## config.mk

```make
export PLATFORM = sky130hd
export DESIGN_NAME = uart_loopback_top
export DESIGN_NICKNAME = d
export VERILOG_FILES = /design/src/rtl/uart_loopback_top.sv
export SDC_FILE = /design/constraint.sdc
export NUM_CORES = 1
export LEC_CHECK = 0
export CORE_MARGIN = 8
export CORE_UTILIZATION = 45
export CTS_CLUSTER_DIAMETER = 120
export CTS_CLUSTER_SIZE = 8
export DETAILED_ROUTE_END_ITERATION = 7
export SLEW_MARGIN = 40
export SYNTH_ARGS = -nofsm -noshare
export SYNTH_HDL_FRONTEND = slang
export SYNTH_SLANG_ARGS = --single-unit
export TNS_END_PERCENT = 50
```

## constraint.sdc

```tcl
create_clock -name clk -period 3.3 [get_ports clk]
set_input_delay 0.66 -clock clk [delete_from_list [all_inputs] [get_ports clk]]
set_output_delay 0.66 -clock clk [all_outputs]
set_load 0.05 [all_outputs]
```

## src/rtl/uart_loopback_top.sv

```systemverilog
`default_nettype none
// ============================================================================
//  Module      : uart_loopback_top
//  Description : UART transmitter with internal loopback into a UART receiver.
//                Frame is start(0), D0..D7 LSB first, optional even parity,
//                stop(1). The receiver listens only to the transmitter's
//                TXD output through a 2-FF synchronizer.
//                Define UART_PARITY_EN for an 11-bit frame with even parity;
//                leave it undefined for a 10-bit frame (Parity_error tied 0).
//  Revision    : 1.0 - initial release
// ============================================================================
module uart_loopback_top #(
  parameter int CLK_FREQ  = 50_000_000,
  parameter int BAUD_RATE = 9600
) (
  input  logic       clk,
  input  logic       reset,
  input  logic       transmit,
  input  logic [7:0] TX_Data,
  output logic       TXD,
  output logic       busy,
  output logic [7:0] RX_Data,
  output logic       Valid_rx,
  output logic       Parity_error,
  output logic       Stop_error
);

  // Clocks per bit and the counter terminal values derived from it.
  localparam int c_DIV   = CLK_FREQ / BAUD_RATE;
  localparam int c_CNT_W = (c_DIV > 2) ? $clog2(c_DIV) : 1;
  localparam logic [c_CNT_W-1:0] c_BIT_END  = c_CNT_W'(c_DIV - 1);
  localparam logic [c_CNT_W-1:0] c_HALF_END = c_CNT_W'((c_DIV / 2) - 1);

  typedef enum logic [2:0] {
    ST_IDLE   = 3'd0,
    ST_START  = 3'd1,
    ST_DATA   = 3'd2,
    ST_PARITY = 3'd3,
    ST_STOP   = 3'd4
  } uart_state_t;

  // --------------------------------------------------------------------------
  // Transmitter
  // --------------------------------------------------------------------------
  uart_state_t          r_tx_state;
  uart_state_t          w_tx_state;
  logic [c_CNT_W-1:0]   r_tx_cnt;
  logic [c_CNT_W-1:0]   w_tx_cnt;
  logic [2:0]           r_tx_idx;
  logic [2:0]           w_tx_idx;
  logic [7:0]           r_tx_data;
  logic [7:0]           w_tx_data;
  logic                 r_tx_txd;
  logic                 w_tx_txd;
  logic                 r_tx_busy;
  logic                 w_tx_busy;
  logic                 w_tx_bit_end;

  assign w_tx_bit_end = (r_tx_cnt == c_BIT_END);

  // TX next-state logic; the line level is decoded from the state being
  // entered so TXD and busy come straight out of flops.
  always_comb begin
    w_tx_state = r_tx_state;
    w_tx_cnt   = r_tx_cnt;
    w_tx_idx   = r_tx_idx;
    w_tx_data  = r_tx_data;
    case (r_tx_state)
      ST_IDLE: begin
        if (transmit) begin
          w_tx_state = ST_START;
          w_tx_cnt   = '0;
          w_tx_idx   = 3'd0;
          w_tx_data  = TX_Data;
        end
      end
      ST_START: begin
        if (w_tx_bit_end) begin
          w_tx_state = ST_DATA;
          w_tx_cnt   = '0;
          w_tx_idx   = 3'd0;
        end else begin
          w_tx_cnt = r_tx_cnt + 1'b1;
        end
      end
      ST_DATA: begin
        if (w_tx_bit_end) begin
          w_tx_cnt = '0;
          if (r_tx_idx == 3'd7) begin
`ifdef UART_PARITY_EN
            w_tx_state = ST_PARITY;
`else
            w_tx_state = ST_STOP;
`endif
          end else begin
            w_tx_idx = r_tx_idx + 3'd1;
          end
        end else begin
          w_tx_cnt = r_tx_cnt + 1'b1;
        end
      end
      ST_PARITY: begin
        if (w_tx_bit_end) begin
          w_tx_state = ST_STOP;
          w_tx_cnt   = '0;
        end else begin
          w_tx_cnt = r_tx_cnt + 1'b1;
        end
      end
      ST_STOP: begin
        if (w_tx_bit_end) begin
          w_tx_state = ST_IDLE;
          w_tx_cnt   = '0;
        end else begin
          w_tx_cnt = r_tx_cnt + 1'b1;
        end
      end
      default: begin
        w_tx_state = ST_IDLE;
        w_tx_cnt   = '0;
      end
    endcase

    w_tx_txd  = 1'b1;
    w_tx_busy = 1'b1;
    case (w_tx_state)
      ST_IDLE:   w_tx_busy = 1'b0;
      ST_START:  w_tx_txd  = 1'b0;
      ST_DATA:   w_tx_txd  = w_tx_data[w_tx_idx];
      ST_PARITY: w_tx_txd  = ^w_tx_data;
      default:   w_tx_txd  = 1'b1;
    endcase
  end

  // TX state and output registers.
  always_ff @(posedge clk) begin
    if (reset) begin
      r_tx_state <= ST_IDLE;
      r_tx_cnt   <= '0;
      r_tx_idx   <= 3'd0;
      r_tx_data  <= 8'h00;
      r_tx_txd   <= 1'b1;
      r_tx_busy  <= 1'b0;
    end else begin
      r_tx_state <= w_tx_state;
      r_tx_cnt   <= w_tx_cnt;
      r_tx_idx   <= w_tx_idx;
      r_tx_data  <= w_tx_data;
      r_tx_txd   <= w_tx_txd;
      r_tx_busy  <= w_tx_busy;
    end
  end

  assign TXD  = r_tx_txd;
  assign busy = r_tx_busy;

  // --------------------------------------------------------------------------
  // Receiver
  // --------------------------------------------------------------------------
  logic r_sync1;
  logic r_sync2;
  logic r_line_d;
  logic w_fall;

  // Two-stage synchronizer plus one delayed copy for falling-edge detection;
  // all reset to the idle-high line level so reset never looks like a start.
  always_ff @(posedge clk) begin
    if (reset) begin
      r_sync1  <= 1'b1;
      r_sync2  <= 1'b1;
      r_line_d <= 1'b1;
    end else begin
      r_sync1  <= r_tx_txd;
      r_sync2  <= r_sync1;
      r_line_d <= r_sync2;
    end
  end

  assign w_fall = r_line_d & ~r_sync2;

  uart_state_t          r_rx_state;
  uart_state_t          w_rx_state;
  logic [c_CNT_W-1:0]   r_rx_cnt;
  logic [c_CNT_W-1:0]   w_rx_cnt;
  logic [2:0]           r_rx_idx;
  logic [2:0]           w_rx_idx;
  logic [7:0]           r_rx_shift;
  logic [7:0]           w_rx_shift;
  logic [7:0]           r_rx_data;
  logic [7:0]           w_rx_data;
  logic                 r_rx_valid;
  logic                 w_rx_valid;
  logic                 r_rx_serr;
  logic                 w_rx_serr;
  logic                 w_rx_bit_end;
`ifdef UART_PARITY_EN
  logic                 r_rx_par;
  logic                 w_rx_par;
  logic                 r_rx_perr;
  logic                 w_rx_perr;
`endif

  assign w_rx_bit_end = (r_rx_cnt == c_BIT_END);

  // RX next-state logic: half-bit start qualification, then one sample per
  // bit period so every sample lands near mid-bit.
  always_comb begin
    w_rx_state = r_rx_state;
    w_rx_cnt   = r_rx_cnt;
    w_rx_idx   = r_rx_idx;
    w_rx_shift = r_rx_shift;
    w_rx_data  = r_rx_data;
    w_rx_valid = 1'b0;
    w_rx_serr  = r_rx_serr;
`ifdef UART_PARITY_EN
    w_rx_par   = r_rx_par;
    w_rx_perr  = r_rx_perr;
`endif
    case (r_rx_state)
      ST_IDLE: begin
        if (w_fall) begin
          w_rx_state = ST_START;
          w_rx_cnt   = '0;
        end
      end
      ST_START: begin
        if (r_rx_cnt == c_HALF_END) begin
          w_rx_cnt = '0;
          w_rx_idx = 3'd0;
          // A line that is high again at mid-start was only a glitch.
          w_rx_state = r_sync2 ? ST_IDLE : ST_DATA;
        end else begin
          w_rx_cnt = r_rx_cnt + 1'b1;
        end
      end
      ST_DATA: begin
        if (w_rx_bit_end) begin
          w_rx_cnt   = '0;
          w_rx_shift = {r_sync2, r_rx_shift[7:1]};
          if (r_rx_idx == 3'd7) begin
`ifdef UART_PARITY_EN
            w_rx_state = ST_PARITY;
`else
            w_rx_state = ST_STOP;
`endif
          end else begin
            w_rx_idx = r_rx_idx + 3'd1;
          end
        end else begin
          w_rx_cnt = r_rx_cnt + 1'b1;
        end
      end
`ifdef UART_PARITY_EN
      ST_PARITY: begin
        if (w_rx_bit_end) begin
          w_rx_cnt   = '0;
          w_rx_par   = r_sync2;
          w_rx_state = ST_STOP;
        end else begin
          w_rx_cnt = r_rx_cnt + 1'b1;
        end
      end
`endif
      ST_STOP: begin
        if (w_rx_bit_end) begin
          w_rx_cnt   = '0;
          w_rx_state = ST_IDLE;
          // The byte is delivered even when the frame carries an error.
          w_rx_data  = r_rx_shift;
          w_rx_valid = 1'b1;
          w_rx_serr  = ~r_sync2;
`ifdef UART_PARITY_EN
          w_rx_perr  = r_rx_par ^ (^r_rx_shift);
`endif
        end else begin
          w_rx_cnt = r_rx_cnt + 1'b1;
        end
      end
      default: begin
        w_rx_state = ST_IDLE;
        w_rx_cnt   = '0;
      end
    endcase
  end

  // RX state and output registers.
  always_ff @(posedge clk) begin
    if (reset) begin
      r_rx_state <= ST_IDLE;
      r_rx_cnt   <= '0;
      r_rx_idx   <= 3'd0;
      r_rx_shift <= 8'h00;
      r_rx_data  <= 8'h00;
      r_rx_valid <= 1'b0;
      r_rx_serr  <= 1'b0;
`ifdef UART_PARITY_EN
      r_rx_par   <= 1'b0;
      r_rx_perr  <= 1'b0;
`endif
    end else begin
      r_rx_state <= w_rx_state;
      r_rx_cnt   <= w_rx_cnt;
      r_rx_idx   <= w_rx_idx;
      r_rx_shift <= w_rx_shift;
      r_rx_data  <= w_rx_data;
      r_rx_valid <= w_rx_valid;
      r_rx_serr  <= w_rx_serr;
`ifdef UART_PARITY_EN
      r_rx_par   <= w_rx_par;
      r_rx_perr  <= w_rx_perr;
`endif
    end
  end

  assign RX_Data    = r_rx_data;
  assign Valid_rx   = r_rx_valid;
  assign Stop_error = r_rx_serr;
`ifdef UART_PARITY_EN
  assign Parity_error = r_rx_perr;
`else
  assign Parity_error = 1'b0;
`endif

endmodule
`default_nettype wire

```

Word level (Yosys, flattened, before mapping)
Cells that the tools add are included.
{"block": "totals", "regBits": 69, "latch_bits": 0, "ram_bits": 0, "rom_bits": 0, "in_bits": 11, "output_inout_bits": 13, "mem_count": 0}
{"block": "classes", "addsub": 4, "multipliers": 0, "n_div": 0, "n_lt_le_gt_ge": 1, "eq_ne": 22, "shift": 0, "muxes": 37, "bitwise_logic": 3, "n_reduce_logical": 12}
{"cell": "13-bit 2-to-1 mux", "n": 5}
{"cell": "3-bit 2-to-1 mux", "n": 18}
{"cell": "13-bit one-hot mux with 3 select lines", "n": 1}
{"cell": "13-bit by 1-bit adder with 13-bit output, second input constant", "n": 2}
{"cell": "13-bit == test, second input constant", "n": 2}
{"cell": "13-bit one-hot mux with 2 select lines", "n": 1}
{"cell": "8-bit 2-to-1 mux", "n": 2}
{"cell": "3-bit by 2-bit == test with 1-bit output, second input constant", "n": 5}
{"cell": "3-bit one-hot mux with 5 select lines", "n": 1}
{"cell": "2-bit inequality test, second input constant", "n": 7}
{"cell": "13-bit by 12-bit == test with 1-bit output, second input constant", "n": 1}
{"cell": "3-bit == test, second input constant", "n": 4}
{"cell": "3-bit one-hot mux with 4 select lines", "n": 1}
{"cell": "3-bit by 1-bit == test with 1-bit output, second input constant", "n": 3}
{"cell": "3-bit zero test", "n": 3}
{"cell": "3-bit one-hot mux with 3 select lines", "n": 1}
{"cell": "8-bit parity", "n": 1}
{"cell": "3-bit by 1-bit adder with 3-bit output, second input constant", "n": 2}
{"cell": "3-bit one-hot mux with 2 select lines", "n": 1}
{"cell": "5-bit AND reduction", "n": 1}
{"cell": "3-bit by 4-bit less-than comparator with 1-bit output, second input constant", "n": 1}
{"cell": "2-bit AND reduction", "n": 2}
{"cell": "4-bit AND reduction", "n": 1}
{"cell": "2-bit OR reduction", "n": 2}
{"cell": "8 further kinds", "n": 11}

Logic depth before layout (Yosys ltp)
Gate-level depths: netlist of the first run.
{"block": "depth", "ltp_word": 7, "mapped_depth": 9}

Worst setup path before layout of the first run
Ideal clock, no wire load.
{"block": "synth_path", "path_type": "input -> register", "start": "in transmit", "end": "reg r_tx_txd, in the netlist TXD", "setup_ns": 0.059, "arrival_time_ns": 1.983, "setup_slack_ns": 1.258, "cell_stages": 6, "n_path_buf": 0, "cell_sequence": "or4b_4 -> and2_4 -> a2bb2oi_4 -> o21ai_1 -> a2111oi_2 -> o31a_1"}
{"block": "synth_via", "elab_chain_len": 5}
{"item": "start, declared", "line_no": "18", "rtl": "input logic transmit,"}
{"item": "3-bit 2-to-1 mux or 8-bit 2-to-1 mux (tied branches)", "line_no": "70", "rtl": "if (transmit) begin"}
{"item": "3-bit one-hot mux with 3 select lines or 8-bit 2-to-1 mux (tied branches)", "line_no": "68", "rtl": "case (r_tx_state)"}
{"item": "1-bit binary-select mux with 3-bit select", "line_no": "129", "rtl": "ST_DATA: w_tx_txd = w_tx_data[w_tx_idx];"}
{"item": "1-bit 2-to-1 mux (not written as such)", "line_no": "129"}
{"item": "1-bit one-hot mux with 3 select lines *", "line_no": "126", "rtl": "case (w_tx_state)"}
{"item": "end signal, assigned", "line_no": "149", "rtl": "r_tx_txd <= w_tx_txd;"}
{"item": "end, declared", "line_no": "53", "rtl": "logic r_tx_txd;"}
Mark *: on every way between the ends. The rest lies on a longest branch, timed or not. The select of a mux whose other input is x is not followed.
A chain may end at the register's enable or synchronous reset.

Worst setup path after layout of the first run
Same ends and word-level chain as after synthesis.

==> insert_results.sql, run 1 <==
INSERT INTO impl_metrics (metric_group, metric, value, unit) VALUES
('sta', 'fmaxAchievable', '398', 'MHz'),
('power_and_ir_drop', 'seq_power_share', '48.8', '%'),
('clock_network', 'cts.sink_count', '69', ''),
('sta', 'total_negative_slack', '0', 'ns'),
('worst_setup_path', 'timing.critical_path.required', '3.52', 'ns'),
('sta', 'min_period_over_period', '76.1', '%'),
('placed_design', 'dpl_worst_slack', '0.481', 'ns'),
('grt', 'grt_pass1_wl', '11300', 'µm'),
('clock_network', 'cts-hold-fix-buffers', '0', ''),
('worst_setup_path', 'cp_max_fo', '13', ''),
('grt', 'largest_net_degree_at_the_start_of_global_routing', '23', ''),
('synthesis', 'syn-cell-area', '3300', 'µm²'),
('clock_network', 'post_cts_setup_buffer_count', '0', ''),
('sta', 'report.final.setup_viol', '0', ''),
('power_and_ir_drop', 'max-vdd-ir-drop', '0.255', 'mV'),
('worst_setup_path', 'endpoint_kind', 'flop', ''),
('sta', 'period_needed', '2.51', 'ns'),
('drt', 'routed_via_density', '5.23', ''),
('sta', 'worst_slack', '0.790', 'ns'),
('finish', 'finalNonFillerCells', '503', ''),
('floorplan', 'die_y', '102', 'µm'),
('sta', 'finalClockSkew', '0.0112', 'ns'),
('grt', 'number_of_antenna_violations_at_the_first_check_in_global_routing', '0', ''),
('worst_setup_path', 'timing.critical_path.from_type', 'primary input', ''),
('clock_network', 'clock_tree_from_tritoncts', 'built', ''),
('finish', 'final_common_cell', 'sky130_fd_sc_hd__dfxtp_1', ''),
('clock_network', 'cts.path.max_buffers', '2', ''),
('floorplan', 'core_region_area', '7180', 'µm²'),
('synthesis', 'synthArstFlopShare', '0', '%'),
('synthesis', 'sequential_cell_area_fraction_in_the_yosys_report', '41.8', '%'),
('finish', 'final_net_count', '415', ''),
('drt', 'wl_per_cell', '12.8', 'µm'),
('power_and_ir_drop', 'power.share.switching', '27.5', '%'),
('power_and_ir_drop', 'switching_power', '0.497', 'mW'),
('drt', 'detail_route.iter0.violations', '120', ''),
('outcome', 'outcome', 'complete, no violations', ''),
('sta', 'timing.final.hold_violations', '0', ''),
('clock_network', 'clk_transition_reported_paths', '0.07', 'ns'),
('power_and_ir_drop', 'portion_of_total_power_attributed_to_combinational_logic', '13.9', '%'),
('sta', 'finalMaxSlewViolations', '0', ''),
('sta', 'tightestPinTransition', '0.607', 'ns'),
('sta', 'worst_max_slew_margin_expressed_relative_to_the_limit', '59.4', '%'),
('power_and_ir_drop', 'power.static_leakage', '1.42', 'nW'),
('floorplan', 'start_util', '46.1', '%'),
('drt', 'firstDrtPassIters', '4', ''),
('grt', 'gr-usage-all-layers', '13.4', '%'),
('sta', 'worst_hold_slack', '0.416', 'ns'),
('worst_setup_path', 'cp.arrival', '2.73', 'ns'),
('grt', 'grt_pass1_vias', '2534', ''),
('floorplan', 'fp.dieW', '102', 'µm'),
('sta', 'rsz0062_at_grt', 'no', ''),
('finish', 'final_core_util', '52.8', '%'),
('drt', 'routed-via-count', '2630', ''),
('finish', 'post-route-cell-area', '3790', 'µm²'),
('floorplan', 'num_rows', '31', ''),
('clock_network', 'cts-htree-levels', '3', ''),
('power_and_ir_drop', 'powerDensity', '478', 'nW/µm²'),
('grt', 'globalRoute.totalOverflow', '0', ''),
('floorplan', 'die-area', '10300', 'µm²'),
('clock_network', 'quantity_of_gates_resized_following_cts', '0', ''),
('drt', 'postRouteAntennaNets', '0', ''),
('synthesis', 'synthesis.nets', '397', ''),
('power_and_ir_drop', 'intPower', '1.31', 'mW'),
('clock_network', 'cts_inserted_buffers', '9', ''),
('min_path', 'hold_path.class', 'reg2reg', ''),
('clock_network', 'clock_insertion_delay_worst_skew', '0.33', 'ns'),
('synthesis', 'synth_seq_cells', '69', ''),
('finish', 'area_growth_syn_to_layout', '14.7', '%'),
('placed_design', 'dpl-instance-area', '3590', 'µm²'),
('drt', 'post-route-drc-count', '0', ''),
('run', 'maxCapViolCount', '0', '');
==> final cells by class <==
| class | count | area, µm² |
|---|---|---|
| Tap cell | 99 | 124 |
| Clock buffer | 9 | 124 |
| Clock inverter | 7 | 73.8 |
| Fill cell | 692 | 3390 |
| Timing Repair Buffer | 26 | 250 |
| Multi-Input combinational cell | 285 | 1810 |
| Inverter | 8 | 30.0 |
| Sequential cell | 69 | 1380 |
==> power groups by stage <==
| stage | sequential [mW] | clock, mW | combinational (mW) |
|---|---|---|---|
| floorplan | 0.900 | 0 | 0.193 |
| global placement | 0.902 | 0 | 0.250 |
| detailed placement | 0.902 | 0 | 0.252 |
| CTS | 0.883 | 0.703 | 0.252 |
| global route | 0.887 | 0.734 | 0.280 |
| finish | 0.883 | 0.676 | 0.251 |
==> routing by layer <==
metal / vias up / global-route usage, % / share of wire [%]
met2: 36 / 21.1 / 44
met3: 12 / 3.09 / 3.5
met5: - / 0 / 0
met1: 1222 / 16.9 / 50
li1: 1360 / - / -
met4: 0 / 6.53 / 2.0
==> synth_stat cells (2+ instances only) <==
cell	count	share of area [%]
sky130_fd_sc_hd__dfxtp_1	69	42
sky130_fd_sc_hd__nor2_1	56	6.4
sky130_fd_sc_hd__nand2_1	44	5.0
sky130_fd_sc_hd__a21oi_1	25	3.8
sky130_fd_sc_hd__xnor2_1	20	5.3
sky130_fd_sc_hd__nand3_1	16	2.4
sky130_fd_sc_hd__xor2_1	16	4.2
sky130_fd_sc_hd__clkbuf_1	13	1.5
sky130_fd_sc_hd__mux2i_1	13	3.9
sky130_fd_sc_hd__nand4_1	9	1.7
sky130_fd_sc_hd__and3_1	8	1.5
sky130_fd_sc_hd__inv_1	8	0.91
sky130_fd_sc_hd__nor3_1	6	0.91
sky130_fd_sc_hd__a31oi_1	5	0.95
sky130_fd_sc_hd__ha_1	5	1.9
sky130_fd_sc_hd__o21ai_0	5	0.76
sky130_fd_sc_hd__and2_1	3	0.57
sky130_fd_sc_hd__and4bb_2	3	1.1
sky130_fd_sc_hd__buf_2	3	0.45
sky130_fd_sc_hd__nand4b_1	3	0.80
sky130_fd_sc_hd__o31a_1	3	0.80
sky130_fd_sc_hd__or2_2	3	0.57
sky130_fd_sc_hd__or3_1	3	0.57
sky130_fd_sc_hd__a21o_1	2	0.45
sky130_fd_sc_hd__a311oi_1	2	0.53
sky130_fd_sc_hd__mux2_2	2	0.68
sky130_fd_sc_hd__nand2b_1	2	0.38
sky130_fd_sc_hd__nor3b_1	2	0.45
sky130_fd_sc_hd__nor3b_2	2	0.76
sky130_fd_sc_hd__o21ai_1	2	0.30
sky130_fd_sc_hd__or4_1	2	0.45
==> sequential cells by signal, indices dropped and copies added (netlist names), 3 cells and up <==
| register | cells |
|---|---|
| r_tx_data | 8 |
| r_tx_state | 3 |
| r_rx_idx | 3 |
| r_rx_cnt | 13 |
| RX_Data | 8 |
| r_rx_shift | 8 |
| r_tx_cnt | 13 |
| r_tx_idx | 3 |
| r_rx_state | 3 |
==> cell families after synthesis <==
logic type | Yosys count | share of synthesized area, %
simple gates | 172 | 26.7
flops | 69 | 41.8
compound gates | 56 | 11.8
xor+xnor | 36 | 9.54
buf+inv | 27 | 3.52
mux | 15 | 4.62
fa+ha+maj | 5 | 1.89
other cells | 1 | 0.113
==> worst paths after layout <==
kind,start,to,slack (ns),cells past startpoint
setup reg to reg,r_rx_cnt[0],RX_Data[5],0.79,8
hold / removal,r_sync1,r_sync2,0.42,1
setup / recovery,transmit,TXD,0.79,8
hold reg to reg,r_sync1,r_sync2,0.42,1
==> critical path, cell delays in order <==
cell                              delay [ns]
sky130_fd_sc_hd__clkdlybuf4s50_1        0.55
sky130_fd_sc_hd__or4b_4                 0.58
sky130_fd_sc_hd__and2_4                 0.21
sky130_fd_sc_hd__a2bb2oi_4              0.19
sky130_fd_sc_hd__nand2_1                0.08
sky130_fd_sc_hd__mux2i_1                0.15
sky130_fd_sc_hd__a211oi_1               0.07
sky130_fd_sc_hd__o31a_1                 0.23
No activity file was read; power rests on OpenSTA's default activity.
==> run 2, diff against run 1 <==
--- a/config.mk
+++ b/config.mk
@@ -10,6 +10,7 @@
 export CTS_CLUSTER_DIAMETER = 120
 export CTS_CLUSTER_SIZE = 8
 export DETAILED_ROUTE_END_ITERATION = 7
+export PLACE_DENSITY = 0.66
 export SLEW_MARGIN = 40
 export SYNTH_ARGS = -nofsm -noshare
 export SYNTH_HDL_FRONTEND = slang
==> constraint.sdc (replaced) <==
create_clock -name clk -period 2.2 [get_ports clk]
set_input_delay 0.44 -clock clk [delete_from_list [all_inputs] [get_ports clk]]
set_output_delay 0.44 -clock clk [all_outputs]
set_load 0.05 [all_outputs]
==> run 2 against run 1 <==
Net effect: sequential share of layout area down 2.2 points; largest cell class unchanged; hold slack lost 0.0045 ns; largest power group unchanged; final cell count increased by 3.8%; design area increased by 6.7%; combinational power up 66%; clock skew hardly changed; critical path type is now reg2reg.
==> insert_results.sql, run 2 (synthesized netlist as in run 1, its figures left out) <==
INSERT INTO impl_metrics (metric_group, metric, value, unit) VALUES
('sta', 'rsz0062_at_grt', 'yes', ''),
('min_path', 'hold_path.class', 'reg2reg', ''),
('floorplan', 'start_util', '46.1', '%'),
('sta', 'min_period_over_period', '97.5', '%'),
('grt', 'globalRoute.totalOverflow', '0', ''),
('sta', 'report.final.setup_viol', '0', ''),
('worst_setup_path', 'crit_path_max_delay_family', 'compound AO/OA/AOI/OAI gates', ''),
('clock_network', 'cts.path.max_buffers', '2', ''),
('drt', 'routed-via-count', '2694', ''),
('finish', 'antenna_cells', '0', ''),
('placed_design', 'gp_congestion', '0.796', ''),
('grt', 'grt_pass1_wl', '11900', 'µm'),
('drt', 'firstDrtPassIters', '4', ''),
('floorplan', 'core_region_area', '7180', 'µm²'),
('placed_design', 'place.detailed.hpwl', '4760', 'µm'),
('sta', 'fmaxAchievable', '466', 'MHz'),
('clock_network', 'cts-hold-fix-buffers', '0', ''),
('worst_setup_path', 'cp_max_fo', '5', ''),
('placed_design', 'port-buffer-count', '22', ''),
('finish', 'largestRegisters', 'r_rx_cnt (13), r_tx_cnt (13)', ''),
('sta', 'finalClockSkew', '0.0114', 'ns'),
('sta', 'finalMaxSlewViolations', '0', ''),
('worst_setup_path', 'count_of_buffering_cells_on_the_critical_path_with_inverters_included', '0', ''),
('finish', 'final_common_cell', 'sky130_fd_sc_hd__dfxtp_1', ''),
('floorplan', 'die-area', '10300', 'µm²'),
('power_and_ir_drop', 'design_power_total', '2.92', 'mW'),
('finish', 'final_core_util', '56.4', '%'),
('finish', 'final_net_count', '434', ''),
('clock_network', 'clk_transition_reported_paths', '0.08', 'ns'),
('finish', 'area_growth_syn_to_layout', '22.4', '%'),
('sta', 'tightestPinTransition', '0.547', 'ns'),
('drt', 'detail_route.iter0.violations', '122', ''),
('sta', 'timing.final.hold_violations', '0', ''),
('outcome', 'outcome', 'complete, no violations', ''),
('floorplan', 'boundaryPins', '24', ''),
('worst_setup_path', 'critical-path-max-stage-delay', '0.36', 'ns'),
('clock_network', 'cts-htree-levels', '3', ''),
('grt', 'number_of_antenna_violations_at_the_first_check_in_global_routing', '0', ''),
('worst_setup_path', 'worst-setup-path-type', 'reg2reg', ''),
('worst_setup_path', 'critical_path.slowest_cell', 'sky130_fd_sc_hd__dfxtp_2', ''),
('drt', 'routed_via_density', '5.16', ''),
('sta', 'period_needed', '2.15', 'ns'),
('floorplan', 'fp.dieW', '102', 'µm'),
('clock_network', 'cts_inserted_buffers', '9', ''),
('floorplan', 'num_rows', '31', ''),
('drt', 'wl_per_cell', '12.9', 'µm'),
('clock_network', 'clock_insertion_delay_worst_skew', '0.34', 'ns'),
('grt', 'largest_net_degree_at_the_start_of_global_routing', '40', ''),
('power_and_ir_drop', 'max-vdd-ir-drop', '0.434', 'mV'),
('grt', 'grt_pass1_vias', '2663', ''),
('clock_network', 'clock_tree.root_cell', 'sky130_fd_sc_hd__clkbuf_8', ''),
('drt', 'postRouteAntennaNets', '0', ''),
('finish', 'layout.cells.most_common_list', '66 x sky130_fd_sc_hd__dfxtp_1, 56 x sky130_fd_sc_hd__nor2_1, 44 x sky130_fd_sc_hd__nand2_1, 24 x sky130_fd_sc_hd__a21oi_1, 22 x sky130_fd_sc_hd__clkdlybuf4s50_1', ''),
('worst_setup_path', 'endpoint_kind', 'flop', ''),
('worst_setup_path', 'cp_cell_sequence', 'ha_4 > and4bb_2 > and3_4 > a31oi_2 > a31oi_4 > mux2i_2 > o311ai_2 > o31a_1', ''),
('clock_network', 'clock_tree_from_tritoncts', 'built', ''),
('clock_network', 'cts.sink_count', '69', ''),
('drt', 'drt_wl_total', '6720', 'µm'),
('worst_setup_path', 'cp.arrival', '2.37', 'ns'),
('power_and_ir_drop', 'powerDensity', '721', 'nW/µm²'),
('drt', 'post-route-drc-count', '0', ''),
('run', 'maxCapViolCount', '0', ''),
('finish', 'drive_above_1_share', '16.1', '%'),
('grt', 'gr-usage-all-layers', '14.4', '%'),
('power_and_ir_drop', 'power.static_leakage', '1.53', 'nW'),
('worst_setup_path', 'timing.critical_path.from_type', 'flop', ''),
('sta', 'worst_max_slew_margin_expressed_relative_to_the_limit', '63.3', '%'),
('worst_setup_path', 'timing.critical_path.required', '2.42', 'ns'),
('floorplan', 'die_y', '102', 'µm');
run 2: power breakdown:
part,internal [mW],switching (mW)
registers,1.29,0.0404
clock network,0.679,0.496
logic,0.194,0.221
total,2.16,0.758
run 2: path summary, 6_finish.rpt:
check / from / cells after the start / slack (ns) / to
worst max register to register: r_tx_cnt[0] / 8 / 0.05 / TXD
worst min register to register: r_sync1 / 1 / 0.41 / r_sync2
worst min-delay path: r_sync1 / 1 / 0.41 / r_sync2
worst max-delay path: r_tx_cnt[0] / 8 / 0.05 / TXD
run 2: metal layers:
metal / share of wire (%) / GRT usage [%] / wire length [µm] / vias up
met2: 47 / 23.2 / 3130 / 42
met4: 1.2 / 5.73 / 80 / 0
met3: 4.1 / 4.54 / 276 / 9
met5: 0 / 0 / 0 / -
met1: 48 / 17.2 / 3240 / 1248
li1: - / - / - / 1395
run 2: area by class of cell:
class,instances,area [µm²]
clock buffers,10,138
inverters,8,30.0
flip-flops and latches,69,1390
multi-input cells,285,1860
repair buffers,45,413
clock inverters,6,95.1
fillers,641,3130
well taps,99,124
run 2: per-stage QoR:
step           area (µm²)  TNS, ns  setup slack [ns]  instances  hold slack, ns
2_1_floorplan        3300        0             0.176        381           0.389
3_3_place_gp         3740   -0.192            -0.192        505           0.395
3_5_place_dp         3740   -0.265            -0.257        505           0.397
4_1_cts              3980        0          0.000735        522           0.416
5_1_grt              4050  -0.0391           -0.0391        522           0.430
6_report             4050        0            0.0547        522           0.411
run 2: what timing repair did:
item / CTS / global route
endpoints found under the setup margin: 1 / 3
resized for setup: 0 / 16
setup buffers: 1 / 0
